[src/rtl/srt4_otf_converter.sv]
// Radix-4 SRT quotient-digit consumer with on-the-fly conversion.
// Digits {-2..+2} are folded into the Q / QM register pair (QM = Q-1 mod 2^W),
// so no carry-propagate adder is needed. After the last digit the final
// remainder sign selects Q or QM as the corrected binary quotient.
//
// Handshake: a digit transfers on a rising edge where q_valid && q_ready and
// start is low; q_ready is high only while accumulating. rem_valid is only
// looked at while waiting for the remainder sign, and start always wins.
module srt4_otf_converter #(
  parameter  int NDIG = 8,
  localparam int W    = 2 * NDIG,
  localparam int CW   = $clog2(NDIG + 1)
) (
  input  logic         clk,
  input  logic         rst,
  input  logic         start,
  input  logic         q_valid,
  input  logic [2:0]   q_digit,
  output logic         q_ready,
  input  logic         rem_valid,
  input  logic         rem_neg,
  output logic [W-1:0] quot,
  output logic         done,
  output logic         busy,
  output logic         err,
  output logic [1:0]   state_dbg
);

  typedef enum logic [1:0] {
    S_IDLE     = 2'd0,
    S_ACCUM    = 2'd1,
    S_WAIT_REM = 2'd2,
    S_DONE     = 2'd3
  } state_t;

  state_t        state, state_next;
  logic [W-1:0]  q_reg, qm_reg;
  logic [CW-1:0] cnt;

  logic          accept;
  logic          last_digit;
  logic          digit_illegal;
  logic          q_from_qm;   // digit negative: new Q is built from QM
  logic          qm_from_q;   // digit positive: new QM is built from Q
  logic [1:0]    q_low;
  logic [1:0]    qm_low;

  assign q_ready    = (state == S_ACCUM);
  assign busy       = (state == S_ACCUM) || (state == S_WAIT_REM);
  assign state_dbg  = state;
  assign accept     = q_valid && q_ready && !start;
  assign last_digit = (cnt == CW'(NDIG - 1));

  // Decode the sign-magnitude digit into the two appended radix-4 slices.
  // Illegal codes behave exactly like a zero digit.
  always_comb begin
    digit_illegal = 1'b0;
    q_from_qm     = 1'b0;
    qm_from_q     = 1'b0;
    q_low         = 2'b00;
    qm_low        = 2'b11;
    case (q_digit)
      3'b000: begin q_low = 2'b00; qm_low = 2'b11; end
      3'b001: begin q_low = 2'b01; qm_low = 2'b00; qm_from_q = 1'b1; end
      3'b010: begin q_low = 2'b10; qm_low = 2'b01; qm_from_q = 1'b1; end
      3'b101: begin q_low = 2'b11; qm_low = 2'b10; q_from_qm = 1'b1; end
      3'b110: begin q_low = 2'b10; qm_low = 2'b01; q_from_qm = 1'b1; end
      default: digit_illegal = 1'b1;
    endcase
  end

  // State register.
  always_ff @(posedge clk) begin
    if (rst) state <= S_IDLE;
    else     state <= state_next;
  end

  // Next-state logic; start restarts from any state.
  always_comb begin
    state_next = state;
    if (start) begin
      state_next = S_ACCUM;
    end else begin
      case (state)
        S_ACCUM:    if (accept && last_digit) state_next = S_WAIT_REM;
        S_WAIT_REM: if (rem_valid)            state_next = S_DONE;
        default:    state_next = state;
      endcase
    end
  end

  // Accumulators, digit counter, sticky error and the corrected result.
  always_ff @(posedge clk) begin
    if (rst) begin
      q_reg  <= '0;
      qm_reg <= '1;
      cnt    <= '0;
      quot   <= '0;
      done   <= 1'b0;
      err    <= 1'b0;
    end else begin
      done <= 1'b0;
      if (start) begin
        q_reg  <= '0;
        qm_reg <= '1;
        cnt    <= '0;
        err    <= 1'b0;
      end else begin
        if (accept) begin
          q_reg  <= q_from_qm ? {qm_reg[W-3:0], q_low}  : {q_reg[W-3:0], q_low};
          qm_reg <= qm_from_q ? {q_reg[W-3:0], qm_low}  : {qm_reg[W-3:0], qm_low};
          if (!last_digit) cnt <= cnt + 1'b1;
          if (digit_illegal) err <= 1'b1;
        end
        if (state == S_WAIT_REM && rem_valid) begin
          quot <= rem_neg ? qm_reg : q_reg;
          done <= 1'b1;
        end
      end
    end
  end

endmodule

[config.mk]
export PLATFORM = sky130hd
export DESIGN_NAME = srt4_otf_converter
export DESIGN_NICKNAME = d
export VERILOG_FILES = /design/src/rtl/srt4_otf_converter.sv
export SDC_FILE = /design/constraint.sdc
export NUM_CORES = 1
export LEC_CHECK = 0
export BUFFER_PORTS_ARGS = -buffer_cell sky130_fd_sc_hd__buf_2
export CAP_MARGIN = 40
export CORE_ASPECT_RATIO = 0.6
export CORE_UTILIZATION = 57
export CTS_BUF_LIST = sky130_fd_sc_hd__clkbuf_16
export DETAILED_ROUTE_END_ITERATION = 16
export PLACE_DENSITY = 0.89
export SYNTH_ARGS = -nofsm -noshare
export SYNTH_HDL_FRONTEND = slang
export SYNTH_SLANG_ARGS = --single-unit
[constraint.sdc]
create_clock -name clk -period 1.9 [get_ports clk]
set_input_delay 0.19 -clock clk [delete_from_list [all_inputs] [get_ports clk]]
set_output_delay 0.19 -clock clk [all_outputs]
set_load 0.01 [all_outputs]
# Yosys cells after proc, flatten, opt, wreduce, memory -nomap -nowiden
# Cells that the tools add are included.
totals:
  ff_bits: 56
  latch_bits: 0
  ramBits: 0
  rom_bits: 0
  input_bits: 9
  word_cells: 54
  mem_count: 0
op_classes:
  n_addsub: 1
  n_mul: 0
  n_div: 0
  n_lt_le_gt_ge: 0
  n_eq_ne: 11
  n_shift: 0
  n_mux: 12
  bitwise: 3
  n_reduce_logical: 19
ops:
  columns: ["operator", "n"]
  rows:
  - ["two-way mux 16 bit", 3]
  - ["case mux 2 bit (3 select lines)", 2]
  - ["OR reduction 2 bit", 4]
  - ["equality test 3 bit, second input constant", 2]
  - ["AND reduction 2 bit", 3]
  - ["AND reduction 3 bit", 2]
  - ["OR reduction 5 bit", 1]
  - ["adder 4 x 1 -> 4 bit, second input constant", 1]
  - ["equality test 4 x 3 -> 1 bit, second input constant", 1]
  - ["logical AND 1 bit", 4]
  - ["two-way mux 1 bit", 4]
  - ["two-way mux 2 bit", 2]
  - ["case mux 2 bit (2 select lines)", 1]
  - ["equality test 3 x 1 -> 1 bit, second input constant", 1]
  - ["equality test 3 x 2 -> 1 bit, second input constant", 1]
  - ["logical NOT 3 bit", 1]
  - ["!= test 3 x 2 -> 1 bit, second input constant", 1]
  - ["!= test 3 bit, second input constant", 1]
  - ["inverter 1 bit", 3]
  - ["nonzero test 3 bit", 1]
  - ["equality test 2 x 1 -> 1 bit, second input constant", 1]
  - ["equality test 2 bit, second input constant", 1]
  - ["!= test 2 x 1 -> 1 bit, second input constant", 1]
  - ["!= test 2 bit, second input constant", 1]
  - ["3 further kinds", 3]

# Logic depth before layout (Yosys ltp)
# Gate-level depths: netlist (run 1).
depth:
  ltp_word: 7
  depth_mapped: 7
  ltp_nobuf: 6

# Worst setup path after synthesis (run 1)
# No wires, ideal clock.
synth_path:
  path_type: "register -> register"
  start: "reg cnt[0]"
  end: "reg state[0], in the netlist state_dbg[0]"
  setup_ns: 0.086
  arrival_ns: 1.531
  required_time_ns: 1.814
  slack_ns: 0.282
  path_stages_with_launch: 6
  path_buffers: 0
  synth_period_minus_slack_ns: 1.618
  cell_sequence: "dfxtp_1 -> ha_1 -> nand3b_4 -> or3b_4 -> mux2_4 -> a221oi_2"
synth_via:
  elab_chain_len: 4
synth_lines:
  columns: ["element", "line", "text"]
  rows:
  - ["start: declaration", "38", "logic [CW-1:0] cnt;"]
  - ["start signal: assignment", "112", "if (!last_digit) cnt <= cnt + 1'b1;"]
  - ["equality test 4 x 3 -> 1 bit", "52", "assign last_digit = (cnt == CW'(NDIG - 1));"]
  - ["logical AND 1 bit", "85", "S_ACCUM: if (accept && last_digit) state_next = S_WAIT_REM;"]
  - ["!= test 3 x 2 -> 1 bit (no line)", null, null]
  - ["AND reduction 3 bit (no line)", null, null]
  - ["end signal: assignment", "75", "else state <= state_next;"]
  - ["end: declaration", "36", "state_t state, state_next;"]
# Every way passes these cells.
# A chain may end at the register's enable or synchronous reset.

# Worst setup path after layout (run 1)
# Ends and elaborated chain as after synthesis.

==> flow_metrics.tcl, run 1 <==
set metrics [dict create \
    grt_pass1_vias 1863 \
    dp_hpwl_mm 3.81 \
    synth-seq-cells 56 \
    syn2layout_area_growth_pct 13.0 \
    cts_buffer_depth 2 \
    die_h_um 53.2 \
    synth_nets 295 \
    cts_setup_buffers 0 \
    synth-main-ff-cell "dfxtp_1" \
    grt_max_degree 33 \
    die-area_um2 4640 \
    crit_type "reg -> reg" \
    drt_iter0_drc 227 \
    synth_cells 283 \
    drv_cap 0 \
    wl_per_cell_um 15.7 \
    drc_errors 0 \
    power_mw 2.50 \
    finalNonFillerCells 366 \
    maxSlewViolCount 0 \
    grt_use_total_pct 26.5 \
    combPwrFrac_pct 10.3 \
    initial_core_util_pct 60.0 \
    clock-sinks 56 \
    htreeDepth 2 \
    ys_warn_count 0 \
    crit_slowest_cell "or3b_4" \
    cts_tree "built" \
    syn-cell-area_um2 2490 \
    diodes 0 \
    ios 31 \
    dp.cells 358 \
    place.gp.congestion 0.854 \
    cts_root_buf "clkbuf_16" \
    crit_arrival_ps 1940 \
    clockPowerShare_pct 40.5 \
    vias_per_cell 5.84 \
    io_buffers 30 \
    drive_gt1_share_pct 16.3 \
    relSlewSlack_pct 65.4 \
    synth_top_cell_by_area "dfxtp_1" \
    antenna_found_initial 0 \
    finalCriticalPeriod_ps 1730 \
    rsz0062_at_grt "no" \
    wirelength_mm 5.76 \
    p_sw_share_pct 23.5 \
    ys_seq_area_share_pct 45.1 \
    rows 18 \
    avgSynthCellArea_um2 8.79 \
    crit_fanout 4 \
    critPathBufInv 0 \
    finalSetupTns_ps 0 \
    vias 2137 \
    tightest_slew_ps 519 \
    grt_pass1_wl_mm 9.12 \
    seqPwrFrac_pct 49.2 \
    fp.dieW_um 87.3 \
    p_leak_nw 1.18 \
    ys_top_cells_by_count "56 x dfxtp_1, 50 x a21oi_1, 30 x mux2i_1, 30 x o21ai_0, 26 x nor2_1" \
    critPathCaptureType "register" \
    powerDensity_nw_per_um2 890 \
    worstSkewPairLatency_ps 290 \
    finalClockSkew_ps 6.13 \
    core-area_um2 4140 \
    cts_inserted_buffers 5 \
    finalHoldViolCount 0 \
    cts_hold_buf 0 \
    yosys-top-cells-area "dfxtp_1 45%, mux2i_1 12%, a21oi_1 10%, o21ai_0 6.0%, a211oi_1 4.8%" \
    postSynth.asyncResetShare_pct 0 \
    synth_cell_type_count 32 \
    fmax_mhz 579 \
    drt_pass1_iterations 5 \
    hp-class "in -> reg" \
    p_int_mw 1.91 \
    period_share_pct 90.9 \
    cp-start-kind "register" \
    gr-total-overflow 0 \
    critical-path-top-delay-family "simple AND/OR/NAND/NOR gates" \
    setup_violations 0 \
    post-route-util_pct 67.8 \
    path_cells "ha_1, nand3b_4, or3b_4, mux2_4, a221oi_2" \
    synth.most_common_cell "dfxtp_1" \
    vdd_drop_max_uv 432 \
    slowest_delay_ps 420 \
    whs_ps 190 \
    synth_edf_count 0 \
    ant_nets 0 \
    cts_resized 0 \
    required_ps 2110 \
    finalNetCount 317 \
    power_switching_mw 0.588 \
    cts.clk_slew.worst_paths_ps 70 \
    status "completed" \
    yosysTopAreaCellShare_pct 45.1 \
]
==> worst paths after layout <==
check / start / end / slack (ps) / cells after the start
max: cnt[0] / state_dbg[0] / 170 / 5
min: q_digit[2] / q_reg[1] / 190 / 3
max reg2reg: cnt[0] / state_dbg[0] / 170 / 5
min reg2reg: err / err / 470 / 1
==> layer usage <==
metal	global-route usage (%)	up-vias	wire length [µm]
met5	0	-	0
met1	39.0	997	2880
met3	5.30	4	442
met4	5.74	0	23
li1	-	1048	-
met2	39.8	88	2420
==> layout by cell type, fill, tap and decap left out, types with 2 or more instances in the layout <==
master     instances
nor3_1             2
dfxtp_1           56
mux2i_1           30
nand2_1           23
nand3_1            2
buf_4              5
buf_2             30
xor2_1             3
nor2_1            25
a21oi_1           50
ha_1               3
a211oi_1          16
clkbuf_16          5
clkinv_1           2
inv_1              6
o21ai_0           30
==> power by group through the flow <==
stage | clock, mW | combinational, mW | sequential, mW
6_report | 1.01 | 0.259 | 1.23
2_1_floorplan | 0 | 0.181 | 1.25
3_3_place_gp | 0 | 0.243 | 1.25
4_1_cts | 1.02 | 0.255 | 1.23
3_5_place_dp | 0 | 0.252 | 1.26
5_1_grt | 1.07 | 0.282 | 1.23
==> metrics by stage <==
stage                     setup WS (ps)  area [µm²]
after global placement              244        2650
after detailed placement            200        2650
final                               174        2810
after floorplan                     282        2490
after global routing               85.1        2810
after CTS                           186        2810
==> tightest hold or removal path: cells and delay by family <==
family / cells / cell delay [ps]
AND/OR/NAND/NOR: 1 / 60
AO/OA/AOI/OAI: 1 / 60
buffers and inverters: 1 / 130
==> logic make-up (layout without fill, tap and decap cells) <==
group / Yosys count / in the layout / share of synthesized area, %
DFF: 56 / 56 / 45.1
muxes: 31 / 31 / 12.7
adders and majority gates: 3 / 3 / 1.51
AOI/OAI and AO/OA: 100 / 100 / 22.5
buffers and inverters: 26 / 49 / 5.08
and+or+nand+nor: 64 / 64 / 12.1
xor gates and xnor gates: 3 / 3 / 1.06
==> layout make-up <==
type / instances / area [µm²]
timing repair buffer: 35 / 188
multi-input combinational: 201 / 1240
clock inverter: 3 / 37.5
clock buffer: 5 / 125
fill: 335 / 1330
sequential: 56 / 1120
inverter: 6 / 22.5
tap: 60 / 75.1
No activity file was read; power rests on OpenSTA's default activity.
==> inputs of run 2 (changes only) <==
- BUFFER_PORTS_ARGS: -buffer_cell sky130_fd_sc_hd__buf_2 -> unset
- CORE_UTILIZATION: 57 -> 60
- CTS_CLUSTER_DIAMETER: unset -> 200
- DONT_BUFFER_PORTS: unset -> 1
- PLACE_DENSITY: 0.89 -> 0.86
- clock period: 1.9 -> 2.2 ns (I/O delays scaled with it)
==> run 2 against run 1 <==
  * Power is 17% lower
  * Sequential power decreased by 13%
  * Cell count fell by 11%
  * Sequential share of layout area rose by 2.3 points
  * Worst setup slack improved by 250 ps
  * Clock skew grew 0.83 ps
  * First-iteration DRC count is 2.2% higher
==> flow_metrics.tcl, run 2 (same netlist as run 1, synthesis figures left out) <==
set metrics [dict create \
    finalNetCount 289 \
    ios 31 \
    ant_nets 0 \
    grt_pass1_vias 1813 \
    path_cells "ha_1, nand3b_4, or3b_4, mux2_4, a221oi_2" \
    reg2reg_from "cnt[0]" \
    drt_pass1_iterations 4 \
    finalHoldViolCount 0 \
    use_met2_pct 39.2 \
    rsz0062_at_grt "no" \
    dp_hpwl_mm 3.68 \
    cts_buffer_depth 2 \
    cts_setup_buffers 0 \
    min_delay_worst_endpoint "q_reg[1]" \
    status "completed" \
    final_common_cell "dfxtp_1" \
    cts_inserted_buffers 5 \
    powerDensity_nw_per_um2 780 \
    drv_cap 0 \
    syn2layout_area_growth_pct 6.74 \
    power_mw 2.07 \
    whs_path_depth 2 \
    die_h_um 51.9 \
    rr_endpoint "state_dbg[0]" \
    drt_iter0_drc 232 \
    relSlewSlack_pct 57.0 \
    finalSetupTns_ps 0 \
    grt_use_total_pct 26.5 \
    wl_per_cell_um 16.8 \
    clock-sinks 56 \
    finalNonFillerCells 325 \
    crit_arrival_ps 1980 \
    finalClockSkew_ps 6.96 \
    rows 17 \
    fp.dieW_um 85.1 \
    tightest_slew_ps 643 \
    crit_type "reg -> reg" \
    place.gp.congestion 0.822 \
    crit_fanout 4 \
    cp-start-kind "register" \
    hold_start "q_digit[2]" \
    gr-total-overflow 0 \
    ff2ff_setup_slack_ps 430 \
    required_ps 2400 \
    period_share_pct 80.7 \
    grt_pass1_wl_mm 8.83 \
    reg2regPathDepth 5 \
    use_met3_pct 6.98 \
    critPathBufInv 0 \
    worstSkewPairLatency_ps 300 \
    htreeDepth 2 \
    grt_util_met1_pct 37.6 \
    vias 1988 \
    cts_root_buf "clkbuf_16" \
    hp-class "in -> reg" \
    antenna_found_initial 0 \
    diodes 0 \
    dp.cells 315 \
    vdd_drop_max_uv 446 \
    io_buffers 0 \
    cts_tree "built" \
    fmax_mhz 564 \
    grt_max_degree 33 \
    fill_cells 314 \
    drive_gt1_share_pct 7.91 \
    maxSlewViolCount 0 \
    finalCriticalPeriod_ps 1770 \
    core-area_um2 3810 \
    crit_slowest_cell "or3b_4" \
    critical-path-top-delay-family "simple AND/OR/NAND/NOR gates" \
    cts.clk_slew.worst_paths_ps 70 \
    wirelength_mm 5.45 \
    p_leak_nw 1.03 \
    grt_busiest_layer "met2" \
    slowest_delay_ps 420 \
    die-area_um2 4420 \
    drc_errors 0 \
    final_cell_mix "56 x dfxtp_1, 50 x a21oi_1, 30 x mux2i_1, 30 x o21ai_0, 25 x nor2_1" \
    vias_per_cell 6.12 \
    setup_violations 0 \
    critPathCaptureType "register" \
    initial_core_util_pct 65.3 \
]
==> run 2: worst max path at each step <==
stage | from | to | slack, ps | depth (start not counted)
after floorplan | cnt[0] | state_dbg[0] | 580 | 5
after global placement | cnt[0] | state_dbg[0] | 500 | 5
after detailed placement | cnt[0] | state_dbg[0] | 440 | 5
after CTS | cnt[0] | state_dbg[0] | 430 | 5
after global routing | state_dbg[0] | qm_reg[10] | 320 | 4
final | cnt[0] | state_dbg[0] | 430 | 5
==> run 2: layout make-up <==
cell class                      instances  area [µm²]  share of cell area [%]
Multi-Input combinational cell        201        1240                    46.8
Sequential cell                        56        1120                    42.2
Clock buffer                            5         125                    4.71
Tap cell                               47        58.8                    2.21
Timing Repair Buffer                    7        57.6                    2.17
Clock inverter                          3        27.5                    1.04
Inverter                                6        22.5                   0.848
==> run 2: worst register-to-register path: cells and delay by family, from the launching register on <==
| family | cells | cell delay (ps) |
|---|---|---|
| compound gates | 1 | 240 |
| fa+ha+maj | 1 | 250 |
| flops | 1 | 370 |
| simple gates | 2 | 530 |
| mux | 1 | 310 |
==> run 2: metrics by stage <==
stage | setup slack (ps) | instance area [µm²] | utilization [%] | hold WS (ps)
2_1_floorplan | 582 | 2490 | - | 299
3_3_place_gp | 496 | 2480 | 65.2 | 292
3_5_place_dp | 445 | 2480 | 65.2 | 297
4_1_cts | 429 | 2660 | 69.7 | 67.3
5_1_grt | 317 | 2660 | 69.7 | 84.6
6_report | 426 | 2660 | 69.7 | 71.2
==> run 2: metal layers <==
| metal | vias to the layer above | wire length [µm] |
|---|---|---|
| met4 | 0 | 52 |
| met5 | - | 0 |
| met3 | 6 | 640 |
| li1 | 990 | - |
| met1 | 898 | 2620 |
| met2 | 94 | 2140 |
==> run 2: power by group <==
| group | leakage [nW] | internal [mW] | switching [mW] |
|---|---|---|---|
| Combinational | 0.505 | 0.0734 | 0.113 |
| Clock | 0.0719 | 0.433 | 0.384 |
| Sequential | 0.454 | 1.04 | 0.0289 |
==> run 2: timing repair <==
| action | in CTS | in global routing |
|---|---|---|
| hold endpoints to repair | 18 | 0 |
| gates resized for setup | 0 | 0 |
| hold buffers | 2 | 0 |
| setup endpoints to repair | 0 | 0 |
==> inputs of run 3 (changes only) <==
- CORE_UTILIZATION: 60 -> 56
- PLACE_DENSITY: 0.86 -> 0.84
- clock period: 2.2 -> 1.58 ns (I/O delays scaled with it)
==> run 3 against run 2 <==
  * The flow now finishes with violations (hold timing, setup timing)
  * Wire length is 9.9% higher
  * Non-clock buffer count is 9 higher
  * Critical path depth stayed put
  * Clock power is 54% higher
  * Via count is 5.0% higher
  * Cell count is 6.8% higher
  * Power is 46% higher
  * Flip-flop and latch count stayed put
  * Critical path type unchanged
  * Critical endpoint unchanged
==> flow_metrics.tcl, run 3 (same netlist as run 1, synthesis figures left out) <==
set metrics [dict create \
    status "complete, but fails checks" \
    violations "hold timing, setup timing" \
    wl_per_cell_um 17.3 \
    setup_slack_ps -28.8 \
    drt_pass1_iterations 4 \
    final_common_cell "dfxtp_1" \
    dp_hpwl_mm 3.82 \
    required_ps 1780 \
    drive_gt1_share_pct 13.2 \
    powerDensity_nw_per_um2 1060 \
    io_buffers 0 \
    htreeDepth 2 \
    pre_cts_slack_ps -61.9 \
    finalNonFillerCells 347 \
    critPathCaptureType "register" \
    cts_inserted_buffers 5 \
    ios 31 \
    drt_iter0_drc 72 \
    whs_path_depth 1 \
    diodes 0 \
    hold_start "rst" \
    reg2reg_from "cnt[0]" \
    maxSlewViolCount 0 \
    rows 18 \
    finalNetCount 298 \
    rr_endpoint "state_dbg[0]" \
    clock-sinks 56 \
    drv_cap 0 \
    cts_tree "built" \
    vias 2088 \
    grt_busiest_layer "met2" \
    cts.clk_slew.worst_paths_ps 70 \
    finalHoldViolCount 17 \
    cp-start-kind "register" \
    finalClockSkew_ps 4.87 \
    crit_type "reg -> reg" \
    gr-total-overflow 0 \
    use_met3_pct 9.05 \
    rsz0062_at_grt "yes" \
    initial_core_util_pct 59.4 \
    place.gp.congestion 0.746 \
    die-area_um2 4720 \
    setup_violations 1 \
    use_met2_pct 41.1 \
    core-area_um2 4190 \
    grt_max_degree 33 \
    finalCriticalPeriod_ps 1610 \
    hp-class "in -> reg" \
    fmax_mhz 622 \
    wirelength_mm 5.99 \
    grt_util_met1_pct 34.7 \
    min_delay_worst_endpoint "state_dbg[0]" \
    crit_fanout 3 \
    syn2layout_area_growth_pct 14.3 \
    reg2regPathDepth 5 \
    period_share_pct 102 \
    crit_arrival_ps 1810 \
    cts_buffer_depth 2 \
    grt_pass1_wl_mm 9.03 \
    vdd_drop_max_uv 556 \
    fp.dieW_um 88.0 \
    p_leak_nw 1.10 \
    whs_ps -80.3 \
    antenna_found_initial 0 \
    dp.cells 333 \
    worstSkewPairLatency_ps 290 \
    die_h_um 53.6 \
    cts_root_buf "clkbuf_16" \
    grt_pass1_vias 1854 \
    ant_nets 0 \
    vias_per_cell 6.02 \
    drc_errors 0 \
    cts_hold_buf 3 \
    grt_use_total_pct 26.3 \
    tightest_slew_ps 802 \
    relSlewSlack_pct 46.5 \
    final_cell_mix "53 x dfxtp_1, 49 x a21oi_1, 30 x mux2i_1, 30 x o21ai_0, 25 x nor2_1" \
    power_mw 3.03 \
    finalSetupTns_ps -28.8 \
    ff2ff_setup_slack_ps -30 \
    fill_cells 352 \
]
==> run 3: area by class of cell <==
| type | count | area [µm²] | share of cell area [%] |
|---|---|---|---|
| tap | 60 | 75.1 | 2.64 |
| multi-input combinational | 201 | 1280 | 45.0 |
| clock inverter | 3 | 42.5 | 1.50 |
| sequential | 56 | 1130 | 39.7 |
| timing repair buffer | 16 | 170 | 5.99 |
| clock buffer | 5 | 125 | 4.40 |
| inverter | 6 | 22.5 | 0.792 |
==> run 3: repair_timing <==
action	in CTS	in global routing
setup endpoints to repair	9	16
resized for setup	4	6
hold endpoints to repair	19	17
cloned	0	1
buffers inserted	0	2
pin swaps	1	1
==> run 3: worst max-delay path by stage <==
stage                     startpoint      endpoint  slack [ps]  cells after the start
after floorplan               cnt[1]  state_dbg[0]          20                      5
after global placement        cnt[0]  state_dbg[0]          10                      5
after detailed placement      cnt[1]  state_dbg[0]         -60                      5
after CTS                     cnt[0]  state_dbg[0]         -30                      5
after global routing          cnt[0]  state_dbg[0]         -80                      5
final                         cnt[0]  state_dbg[0]         -30                      5
==> run 3: report_power, final <==
part	internal (mW)	switching, mW
Sequential	1.45	0.0396
Clock	0.745	0.510
Combinational	0.120	0.164
==> run 3: through the flow <==
stage	hold slack (ps)	util [%]	area, µm²
final	-80.3	67.9	2840
after global routing	-88.1	67.9	2840
after CTS	-78.4	66.3	2780
after detailed placement	234	61.2	2560
after global placement	228	61.2	2560
after floorplan	237	-	2490
==> run 3: worst max-delay path: stages (launching register included) <==
cell	delay, ps
dfxtp_4	370
ha_4	150
nand3b_4	80
or3b_4	390
mux2_4	310
a221oi_2	230
==> run 3: routing by layer <==
metal	wire [µm]	up-vias	share of wire, %
met5	0	-	0
met4	29	0	0.48
met3	577	4	9.6
met2	2670	80	45
met1	2710	998	45
li1	-	1006	-
